==> src/rtl/arc4_pkg.sv <==
`default_nettype none
// +----------------------------------------------------------------------------+
// | Module  : arc4_pkg                                                         |
// | Purpose : Shared types and helpers for the ARC4 state-array scheduler:     |
// |           FSM state encoding, run-length helper and key byte selection.    |
// | Revision: 1.0 - initial release                                            |
// +----------------------------------------------------------------------------+
package arc4_pkg;

    // Encodings are fixed so they can be mirrored as plain 3-bit constants.
    typedef enum logic [2:0] {
        IDLE = 3'd0,
        INIT = 3'd1,
        RD_I = 3'd2,
        RD_J = 3'd3,
        WR_J = 3'd4,
        WR_I = 3'd5,
        DONE = 3'd6
    } arc4_sched_state_t;

    // Widest key the byte selector handles (32 bytes).
    localparam int c_KEY_MAX_BITS = 256;

    // Clock cycles from the accepting edge up to and including the DONE cycle.
    function automatic int cycles_per_run(input int addr_w, input logic skip);
        return (skip ? 4 : 5) * (1 << addr_w) + 1;
    endfunction

    // Key bytes are numbered MSB first, so the key is left-justified in a
    // 256-bit word and byte idx is taken counting down from the top.
    function automatic logic [7:0] key_byte(input logic [c_KEY_MAX_BITS-1:0] key_left,
                                            input int idx);
        return key_left[c_KEY_MAX_BITS-1-8*idx -: 8];
    endfunction

endpackage
`default_nettype wire

==> src/rtl/arc4_key_sel.sv <==
`default_nettype none
// +----------------------------------------------------------------------------+
// | Module  : arc4_key_sel                                                     |
// | Purpose : Holds the key captured at run start and walks the key-byte index |
// |           (wrapping at KEY_BYTES-1), presenting the current key byte.      |
// | Ports   : clk, rst      - clock, synchronous active-high reset             |
// |           i_load        - capture i_key and clear the byte index           |
// |           i_key         - key, byte 0 in the most significant byte         |
// |           i_advance     - step to the next key byte                        |
// |           o_key_byte    - key byte selected by the current index           |
// | Revision: 1.0 - initial release                                            |
// +----------------------------------------------------------------------------+
module arc4_key_sel
    import arc4_pkg::*;
#(
    parameter int KEY_BYTES = 3
) (
    input  logic                   clk,
    input  logic                   rst,
    input  logic                   i_load,
    input  logic [8*KEY_BYTES-1:0] i_key,
    input  logic                   i_advance,
    output logic [7:0]             o_key_byte
);

    // A one-byte key still gets a 1-bit index that simply never moves.
    localparam int c_KIDX_W = (KEY_BYTES > 1) ? $clog2(KEY_BYTES) : 1;
    localparam logic [c_KIDX_W-1:0] c_KIDX_LAST = c_KIDX_W'(KEY_BYTES - 1);

    logic [8*KEY_BYTES-1:0]    r_key;
    logic [c_KIDX_W-1:0]       r_kidx;
    logic [c_KEY_MAX_BITS-1:0] w_key_left;

    always_ff @(posedge clk) begin
        if (rst) begin
            r_key  <= '0;
            r_kidx <= '0;
        end else if (i_load) begin
            r_key  <= i_key;
            r_kidx <= '0;
        end else if (i_advance) begin
            if (r_kidx == c_KIDX_LAST) begin
                r_kidx <= '0;
            end else begin
                r_kidx <= r_kidx + 1'b1;
            end
        end
    end

    assign w_key_left = c_KEY_MAX_BITS'(r_key) << (c_KEY_MAX_BITS - 8*KEY_BYTES);
    assign o_key_byte = key_byte(w_key_left, int'(r_kidx));

endmodule
`default_nettype wire

==> src/rtl/arc4_sched_engine.sv <==
`default_nettype none
// +----------------------------------------------------------------------------+
// | Module  : arc4_sched_engine                                                |
// | Purpose : ARC4 state-array engine. Fills S[i]=i, then runs the key         |
// |           scheduling swap loop over an external single-port synchronous   |
// |           RAM (registered address, one-cycle read latency). Owns the RAM  |
// |           port while busy.                                                 |
// | Ports   : clk, rst      - clock, synchronous active-high reset             |
// |           en            - start request, honoured only while rdy=1         |
// |           skip_init     - with en: skip the fill, run KSA on existing S    |
// |           key           - key, byte 0 = MSB byte, captured at start        |
// |           rdy           - idle, can accept en                              |
// |           done          - one-cycle pulse at end of run                    |
// |           addr/wrdata/wren/rddata - RAM port                               |
// |           cycle_count   - (ARC4_SCHED_CYCLE_COUNT_EN only) busy cycles     |
// | Options : `define ARC4_SCHED_CYCLE_COUNT_EN adds the cycle_count output.   |
// | Revision: 1.0 - initial release                                            |
// +----------------------------------------------------------------------------+
module arc4_sched_engine
    import arc4_pkg::*;
#(
    parameter int ADDR_W    = 8,
    parameter int KEY_BYTES = 3
) (
    input  logic                   clk,
    input  logic                   rst,
    input  logic                   en,
    input  logic                   skip_init,
    input  logic [8*KEY_BYTES-1:0] key,
    output logic                   rdy,
    output logic                   done,
    output logic [ADDR_W-1:0]      addr,
    output logic [7:0]             wrdata,
    output logic                   wren,
    input  logic [7:0]             rddata
`ifdef ARC4_SCHED_CYCLE_COUNT_EN
    ,
    output logic [15:0]            cycle_count
`endif
);

    localparam logic [2:0] c_ST_IDLE = IDLE;
    localparam logic [2:0] c_ST_INIT = INIT;
    localparam logic [2:0] c_ST_RD_I = RD_I;
    localparam logic [2:0] c_ST_RD_J = RD_J;
    localparam logic [2:0] c_ST_WR_J = WR_J;
    localparam logic [2:0] c_ST_WR_I = WR_I;
    localparam logic [2:0] c_ST_DONE = DONE;

    localparam logic [ADDR_W-1:0] c_I_LAST = {ADDR_W{1'b1}};

    logic [2:0]        r_state;
    logic [ADDR_W-1:0] r_i;
    logic [ADDR_W-1:0] r_j;
    logic [7:0]        r_si;
    logic [7:0]        r_sj;

    logic              w_accept;
    logic              w_key_adv;
    logic [7:0]        w_key_byte;
    logic [7:0]        w_j_sum;
    logic [ADDR_W-1:0] w_j_next;

    assign w_accept  = (r_state == c_ST_IDLE) && en;
    assign w_key_adv = (r_state == c_ST_WR_I);

    arc4_key_sel #(
        .KEY_BYTES (KEY_BYTES)
    ) u_key_sel (
        .clk        (clk),
        .rst        (rst),
        .i_load     (w_accept),
        .i_key      (key),
        .i_advance  (w_key_adv),
        .o_key_byte (w_key_byte)
    );

    // In RD_J the RAM returns S[i]; the new j is formed at 8 bits and the
    // low ADDR_W bits give the mod-N wrap.
    assign w_j_sum  = 8'(r_j) + rddata + w_key_byte;
    assign w_j_next = w_j_sum[ADDR_W-1:0];

    generate
        if (ADDR_W < 8) begin : g_sum_trunc
            logic w_unused_sum_hi;
            assign w_unused_sum_hi = ^w_j_sum[7:ADDR_W];
        end
    endgenerate

    always_ff @(posedge clk) begin
        if (rst) begin
            r_state <= c_ST_IDLE;
            r_i     <= '0;
            r_j     <= '0;
            r_si    <= '0;
            r_sj    <= '0;
        end else begin
            case (r_state)
                c_ST_IDLE: begin
                    if (en) begin
                        r_i     <= '0;
                        r_j     <= '0;
                        r_state <= skip_init ? c_ST_RD_I : c_ST_INIT;
                    end
                end
                c_ST_INIT: begin
                    // i wraps back to 0 on the last fill, ready for the KSA loop.
                    r_i <= r_i + 1'b1;
                    if (r_i == c_I_LAST) begin
                        r_state <= c_ST_RD_I;
                    end
                end
                c_ST_RD_I: begin
                    r_state <= c_ST_RD_J;
                end
                c_ST_RD_J: begin
                    r_si    <= rddata;
                    r_j     <= w_j_next;
                    r_state <= c_ST_WR_J;
                end
                c_ST_WR_J: begin
                    // Read of S[j] issued in RD_J lands here, before S[j] is written.
                    r_sj    <= rddata;
                    r_state <= c_ST_WR_I;
                end
                c_ST_WR_I: begin
                    if (r_i == c_I_LAST) begin
                        r_state <= c_ST_DONE;
                    end else begin
                        r_i     <= r_i + 1'b1;
                        r_state <= c_ST_RD_I;
                    end
                end
                c_ST_DONE: begin
                    r_state <= c_ST_IDLE;
                end
                default: begin
                    r_state <= c_ST_IDLE;
                end
            endcase
        end
    end

    always_comb begin
        rdy    = 1'b0;
        done   = 1'b0;
        wren   = 1'b0;
        addr   = '0;
        wrdata = '0;
        case (r_state)
            c_ST_IDLE: begin
                rdy = 1'b1;
            end
            c_ST_INIT: begin
                addr   = r_i;
                wrdata = 8'(r_i);
                wren   = 1'b1;
            end
            c_ST_RD_I: begin
                addr = r_i;
            end
            c_ST_RD_J: begin
                addr = w_j_next;
            end
            c_ST_WR_J: begin
                addr   = r_j;
                wrdata = r_si;
                wren   = 1'b1;
            end
            c_ST_WR_I: begin
                // When i==j this rewrites the value WR_J just stored.
                addr   = r_i;
                wrdata = r_sj;
                wren   = 1'b1;
            end
            c_ST_DONE: begin
                done = 1'b1;
            end
            default: begin
            end
        endcase
    end

`ifdef ARC4_SCHED_CYCLE_COUNT_EN
    logic [15:0] r_cycle_count;

    always_ff @(posedge clk) begin
        if (rst) begin
            r_cycle_count <= '0;
        end else if (w_accept) begin
            r_cycle_count <= '0;
        end else if ((r_state != c_ST_IDLE) && (r_cycle_count != 16'hFFFF)) begin
            r_cycle_count <= r_cycle_count + 16'd1;
        end
    end

    assign cycle_count = r_cycle_count;
`endif

endmodule
`default_nettype wire
==> config.mk <==
export PLATFORM = sky130hd
export DESIGN_NAME = arc4_sched_engine
export DESIGN_NICKNAME = d
export VERILOG_FILES = /design/src/rtl/arc4_pkg.sv /design/src/rtl/arc4_key_sel.sv /design/src/rtl/arc4_sched_engine.sv
export SDC_FILE = /design/constraint.sdc
export NUM_CORES = 1
export LEC_CHECK = 0
export ABC_AREA = 1
export BUFFER_PORTS_ARGS = -buffer_cell sky130_fd_sc_hd__clkbuf_2
export CORE_ASPECT_RATIO = 0.9
export CORE_MARGIN = 5
export CORE_UTILIZATION = 54
export DETAILED_ROUTE_END_ITERATION = 10
export PLACE_DENSITY = 0.75
export SYNTH_ARGS = -nofsm -noshare
export SYNTH_HDL_FRONTEND = slang
export SYNTH_SLANG_ARGS = --single-unit
==> constraint.sdc <==
create_clock -name clk -period 3.8 [get_ports clk]
set_input_delay 0.76 -clock clk [delete_from_list [all_inputs] [get_ports clk]]
set_output_delay 0.76 -clock clk [all_outputs]
set_load 0.005 [all_outputs]
==> key figures, run 1 <==
Status
  – Status: completed

Clock network
  – Number of buffers on the longest clock path: 2
  – Clk_lat worst skew: 350 ps
  – Clock Sink Count: 61
  – Number of clock buffers inserted by TritonCTS: 9
  – CTS Root Buffer Type: clkbuf_8
  – Number of hold-repair buffers added at the cts stage: 0
  – Clock Pin Slew Worst Setup and Hold Paths: 70 ps
  – Clock tree from TritonCTS: built
  – Deepest level of the CTS H-tree: 3

Synth
  – Share of synthesized area occupied by flip-flops and latches: 37.0%
  – Net count after synthesis: 502
  – Synth Warn #: 0
  – Number of standard cells after synthesis: 451
  – Cell variety after synth: 36
  – Synthesized flop and latch total: 61
  – Post-Synthesis Cell Area: 3300 sq um
  – Post-synthesis area per instance: 7.31 sq um

Routing
  – Number of vias per cell: 5.53
  – Antenna-violating nets left: 0
  – Total iterations of the first detailed-routing run: 6
  – Total Wirelength: 8630 um
  – First-iteration detailed-routing DRC count: 202
  – Routed len/inst: 14.9 um
  – Number of remaining DRC errors: 0
  – Total via count after detailed routing: 3199

Floorplan
  – Die Height: 84.1 um
  – Core Footprint: 6010 sq um
  – Boundary Pins: 55
  – Die Span X: 92.4 um
  – Row cnt: 27
  – Initial cell density of the core: 54.8%
  – Die Footprint: 7770 sq um

Final layout
  – Area delta synth->final: 15.6%
  – Post-Layout Cell Count: 579
  – Total Nets Final: 553
  – Fraction of layout instances using a drive strength above 1: 21.7%
  – Fraction of the core area covered by cells at the end of the flow: 63.4%
  – Antenna diode count: 0
  – Number of fill cells in the layout: 567

Placement
  – Port-buffer cells: 54
  – Cell count after placement: 561
  – Detailed-placement wirelength estimate: 6130 um
  – Weighted congestion at the end of routability-driven global placement: 0.841

Timing
  – Timing-limited maximum frequency: 272 MHz
  – Least-Margin Pin Slew: 733 ps
  – Number of endpoints failing setup at the final stage: 0
  – Hold violation count in the final report: 0
  – Clock Skew: 10.1 ps
  – Final period demand of the worst path: 3670 ps
  – Sum of negative setup slack: 0 ps
  – Portion of the clock cycle consumed by the worst path in the final layout: 96.6%
  – Final Max Slew Viols: 0
  – Remaining max-slew budget at the tightest pin: 51.1%

GRT
  – Initial antenna violation count: 0
  – Gr ovfl total: 0
  – Pin count of the biggest net entering global routing: 37
  – Overall global routing resource usage: 23.5%
  – Vias in the first global route: 3123
  – First-pass GRT wire length: 14600 um

Power
  – Peak ir drop on the vdd network: 0.424 mV
  – Static power due to leakage: 1.69 nW
  – PD cells: 555 nW/um^2

Worst setup path
  – Crit path DAT: 2910 ps
  – WS Path Type: flop to output pin
  – Req. time, crit path: 3040 ps
  – Critical Path Start Type: flop
  – Crit end category: output pin
  – Crit path max fanout: 8
  – Setup slack on the worst flop-to-flop path: 1220 ps

Job
  – Maximum Capacitance Violations: 0

Min path
  – Hold crit path type: flop to flop
==> through the flow <==
stage / setup slack [ps] / instance area (sq um) / hold slack, ps / power [mW]
global route: -29.4 / 3810 / 483 / 2.28
global placement: 337 / 3580 / 444 / 1.60
detailed placement: 290 / 3580 / 448 / 1.62
CTS: 13.2 / 3740 / 460 / 2.11
finish: 128 / 3810 / 457 / 2.11
floorplan: 666 / 3300 / 429 / 1.42
==> flip-flops by register name (all words and copies together), names as in the netlist <==
| register | count |
|---|---|
| r_si | 8 |
| r_sj | 8 |
| u_key_sel.r_key | 24 |
| u_key_sel.r_kidx | 2 |
| r_j | 8 |
| r_i | 8 |
| r_state | 3 |
==> final cells by class <==
cell class	count	area [sq um]	area share, %
inverter	41	159	4.17
timing repair buffer	60	315	8.28
sequential	61	1230	32.2
clock inverter	5	27.5	0.722
tap	72	90.1	2.36
multi-input combinational	329	1860	48.8
clock buffer	11	131	3.45
==> Yosys cell counts (all sizes together) <==
library cell | n | area [sq um]
nand2 | 113 | 477
dfxtp | 61 | 1220
a21oi | 47 | 235
nor2 | 44 | 185
inv | 41 | 156
nand3 | 39 | 195
o21ai | 26 | 130
o211ai | 14 | 105
buf | 13 | 75.1
a22oi | 9 | 67.6
fa | 8 | 160
ha | 7 | 87.6
clkbuf | 6 | 22.5
nand4 | 5 | 31.3
nor3 | 5 | 47.5
xor2 | 3 | 26.3
nand3b | 2 | 15.0
o21a | 2 | 15.0
or2 | 2 | 12.5
a21o | 1 | 7.51
a31oi | 1 | 6.26
dlygate4sd1 | 1 | 8.76
xnor2 | 1 | 8.76
==> critical path: stages, from the launching register on <==
cell      delay (ps)
dfxtp_4          370
inv_2             80
nor2_4            70
nand2_1           60
o211ai_1         130
fa_1             560
ha_2             170
inv_1             60
fa_2             350
inv_1             90
nand4_1          120
nand3_2          120
inv_1             40
nand2_1           50
nand3_1           90
nand2_1           80
clkbuf_2         110
==> power by group <==
group	internal, mW	total, mW	leakage [nW]	switching [mW]
Clock	0.232	0.488	0.0829	0.256
Sequential	0.740	0.798	0.498	0.0586
Combinational	0.280	0.828	1.11	0.548
==> worst paths after layout <==
check | from | endpoint | depth (start not counted)
max | u_key_sel.r_kidx[1] | addr[7] | 16
min reg2reg | u_key_sel.r_key[16] | u_key_sel.r_key[16] | 2
max reg2reg | u_key_sel.r_kidx[1] | r_j[7] | 15
min | u_key_sel.r_key[16] | u_key_sel.r_key[16] | 2
==> cell families (layout without fill, tap and decap cells) <==
| group | after synthesis | in the layout | share of synthesized area [%] |
|---|---|---|---|
| simple gates | 210 | 210 | 29.2 |
| compound gates | 100 | 100 | 17.2 |
| flops | 61 | 61 | 37.0 |
| buf+inv | 61 | 117 | 7.97 |
| fa+ha+maj | 15 | 15 | 7.51 |
| xor+xnor | 4 | 4 | 1.06 |
==> placed cells by master, fill, tap and decap left out, types with 3 or more instances in the layout <==
master	Yosys	final
nor3_1	3	3
inv_1	34	31
nor2_1	38	36
xor2_1	3	3
inv_2	6	8
nor2_4	1	4
clkbuf_2	0	54
o211ai_1	14	14
dfxtp_1	61	59
fa_1	8	7
clkbuf_8	0	9
a22oi_1	9	9
buf_4	2	6
nor2_2	5	4
ha_1	7	5
clkinv_2	0	4
o21ai_0	25	25
nand3_1	39	37
a21oi_1	47	46
nand4_1	5	5
nand2_1	107	107
==> routing by layer <==
layer	global-route usage [%]	wire length, um	vias up
met5	0	0	-
met4	7.56	141	0
met3	6.67	530	14
met2	36.0	3990	99
met1	32.0	3970	1486
li1	-	-	1600
==> timing repair <==
item | in CTS | in global routing
setup endpoints to repair | 4 | 5
pin swaps | 0 | 4
setup buffers | 0 | 2
resized for setup | 2 | 18
cloned | 0 | 0
Note: power is estimated with default switching activity, not from simulation.
==> run 2: changes to the inputs <==
--- a/config.mk
+++ b/config.mk
@@ -7,7 +7,6 @@
 export LEC_CHECK = 0
 export ABC_AREA = 1
 export BUFFER_PORTS_ARGS = -buffer_cell sky130_fd_sc_hd__clkbuf_2
-export CORE_ASPECT_RATIO = 0.9
 export CORE_MARGIN = 5
 export CORE_UTILIZATION = 54
 export DETAILED_ROUTE_END_ITERATION = 10
==> run 2 against run 1 <==
Net effect: cell count stayed put; sequential share of layout area grew 0.27 points; maximum frequency grew 0.21%; setup slack improved by 7.7 ps.
==> key figures, run 2 (synthesized netlist as in run 1, its figures left out) <==
GRT
  – Initial antenna violation count: 0 (unchanged)
  – Pin count of the biggest net entering global routing: 37 (unchanged)
  – Vias in the first global route: 3086 (was 3123)
  – Overall global routing resource usage: 23.5% (about the same)
  – First-pass GRT wire length: 14200 um (was 14600 um)
  – Gr ovfl total: 0 (unchanged)

Timing
  – Final period demand of the worst path: 3660 ps (was 3670 ps)
  – Hold violation count in the final report: 0 (unchanged)
  – Least-Margin Pin Slew: 906 ps (was 733 ps)
  – WHS: 455 ps (was 457 ps)
  – Portion of the clock cycle consumed by the worst path in the final layout: 96.4% (was 96.6%)
  – Worst setup slack after layout: 136 ps (was 128 ps)
  – Number of endpoints failing setup at the final stage: 0 (unchanged)
  – Timing-limited maximum frequency: 273 MHz (was 272 MHz)
  – Final Max Slew Viols: 0 (unchanged)
  – Clock Skew: 7.47 ps (was 10.1 ps)
  – Remaining max-slew budget at the tightest pin: 39.5% (was 51.1%)

Final layout
  – Leading cell type in the layout, fill and taps excluded: nand2_1 (unchanged)
  – Fraction of layout instances using a drive strength above 1: 20.6% (was 21.7%)
  – Biggest register: u_key_sel.r_key (unchanged)
  – Commonest cells after routing, fill and taps aside: nand2_1 (107), dfxtp_1 (59), clkbuf_2 (54) (unchanged)
  – Flip-flop count of the largest register, all copies and words added: 24 (unchanged)
  – Area delta synth->final: 14.6% (was 15.6%)
  – Antenna diode count: 0 (unchanged)
  – Total Nets Final: 552 (was 553)

Routing
  – First-iteration detailed-routing DRC count: 222 (was 202)
  – Total Wirelength: 8630 um (about the same)
  – Antenna-violating nets left: 0 (unchanged)
  – Number of remaining DRC errors: 0 (unchanged)
  – Total via count after detailed routing: 3200 (was 3199)
  – Number of vias per cell: 5.53 (about the same)
  – Routed len/inst: 14.9 um (about the same)
  – Total iterations of the first detailed-routing run: 5 (was 6)

Power
  – Static power due to leakage: 1.67 nW (was 1.69 nW)
  – Peak ir drop on the vdd network: 0.412 mV (was 0.424 mV)
  – PD cells: 554 nW/um^2 (was 555 nW/um^2)

Clock network
  – Clock tree from TritonCTS: built (unchanged)
  – Number of hold-repair buffers added at the cts stage: 0 (unchanged)
  – Number of clock buffers inserted by TritonCTS: 9 (unchanged)
  – Clk_lat worst skew: 340 ps (was 350 ps)
  – Deepest level of the CTS H-tree: 3 (unchanged)
  – Clock Pin Slew Worst Setup and Hold Paths: 70 ps (about the same)
  – CTS Root Buffer Type: clkbuf_8 (unchanged)
  – Number of buffers on the longest clock path: 2 (unchanged)
  – Clock Sink Count: 61 (unchanged)

Worst setup path
  – Highest cell delay on the worst timing path: 560 ps (about the same)
  – Critical Path Start Type: flop (unchanged)
  – WS Path Type: flop to output pin (unchanged)
  – Crit path DAT: 2900 ps (was 2910 ps)
  – Library cell appearing most often on the critical path: nand2_1
  – Critical Path Slowest Stage Cell: fa_1 (unchanged)
  – Crit end category: output pin (unchanged)
  – Crit path max fanout: 8 (unchanged)
  – Req. time, crit path: 3040 ps (about the same)
  – Ordered cell list for the critical path: inv_1 -> nor2_4 -> nand2_1 -> o211ai_1 -> fa_1 -> ha_2 -> inv_2 -> fa_2 -> inv_2 -> nand4_1 -> nand3_2 -> inv_1 -> nand2_1 -> nand3_1 -> nand2_1 -> clkbuf_2 (was inv_2 -> nor2_4 -> nand2_1 -> o211ai_1 -> fa_1 -> ha_2 -> inv_1 -> fa_2 -> inv_1 -> nand4_1 -> nand3_2 -> inv_1 -> nand2_1 -> nand3_1 -> nand2_1 -> clkbuf_2)

Floorplan
  – Boundary Pins: 55 (unchanged)
  – Die Footprint: 7770 sq um (about the same)
  – Die Height: 88.1 um (was 84.1 um)
  – Row cnt: 28 (was 27)
  – Initial cell density of the core: 55.7% (was 54.8%)
  – Die Span X: 88.1 um (was 92.4 um)
  – Core Footprint: 5920 sq um (was 6010 sq um)

Placement
  – Detailed-placement wirelength estimate: 6180 um (was 6130 um)
  – Setup WS pre-CTS: 261 ps (was 290 ps)
  – Port-buffer cells: 54 (unchanged)
  – Weighted congestion at the end of routability-driven global placement: 0.877 (was 0.841)

Job
  – Maximum Capacitance Violations: 0 (unchanged)

Status
  – Status: completed (unchanged)

Min path
  – Hold crit path type: flop to flop (unchanged)
-- run 2: cell count changes in the layout (fill, tap and decap cells not counted), sizes merged --
| cell | before | now |
|---|---|---|
| buf | 6 | 5 |
| clkinv | 4 | 3 |
| clkinvlp | 1 | 0 |
-- run 2: metrics by stage --
stage / power, mW / utilization (%) / cell area, sq um / TNS [ps] / cells
floorplan: 1.42 / - / 3300 / 0 / 451
global placement: 1.59 / 60.4 / 3580 / 0 / 563
detailed placement: 1.62 / 60.4 / 3580 / 0 / 563
CTS: 2.08 / 62.9 / 3730 / 0 / 577
global route: 2.23 / 63.8 / 3780 / -14.3 / 579
finish: 2.09 / 63.8 / 3780 / 0 / 579
-- run 2: cell type report --
type | count | area [sq um]
clock buffers | 11 | 131
repair buffers | 59 | 308
inverters | 41 | 159
clock inverters | 3 | 15.0
multi-input cells | 329 | 1840
fillers | 543 | 2140
well taps | 75 | 93.8
flip-flops and latches | 61 | 1230
-- run 2: what timing repair did --
item                                   CTS  global route
pin swaps                                0             7
setup endpoints to repair                4             5
endpoints found under the hold margin    0             0
resized for setup                        2            15
buffers inserted                         0             2
-- run 2: final timing paths --
check,start,end,slack (ps),cells after the start
hold reg to reg,u_key_sel.r_key[22],u_key_sel.r_key[22],450,2
hold / removal,u_key_sel.r_key[22],u_key_sel.r_key[22],450,2
setup / recovery,u_key_sel.r_kidx[0],addr[7],140,16
setup reg to reg,u_key_sel.r_kidx[0],r_j[7],1230,15
-- run 2: power by group --
part	leakage, nW	internal [mW]	total (mW)	switching (mW)
sequential	0.498	0.740	0.799	0.0593
combinational	1.09	0.278	0.824	0.546
clock	0.0788	0.226	0.471	0.245
total	1.67	1.24	2.09	0.851
-- run 2: per-layer routing --
metal | track usage (%) | share of wire, % | vias up
met5 | 0 | 0 | -
met3 | 4.70 | 5.6 | 18
li1 | - | - | 1592
met4 | 9.75 | 2.2 | 0
met1 | 31.8 | 46 | 1503
met2 | 36.8 | 46 | 87
-- run 2: critical path: cells and delay by family (launching register included) --
kind	cells	cell delay [ps]
buf+inv	5	370
flops	1	370
simple gates	7	590
compound gates	1	120
fa+ha+maj	3	1100
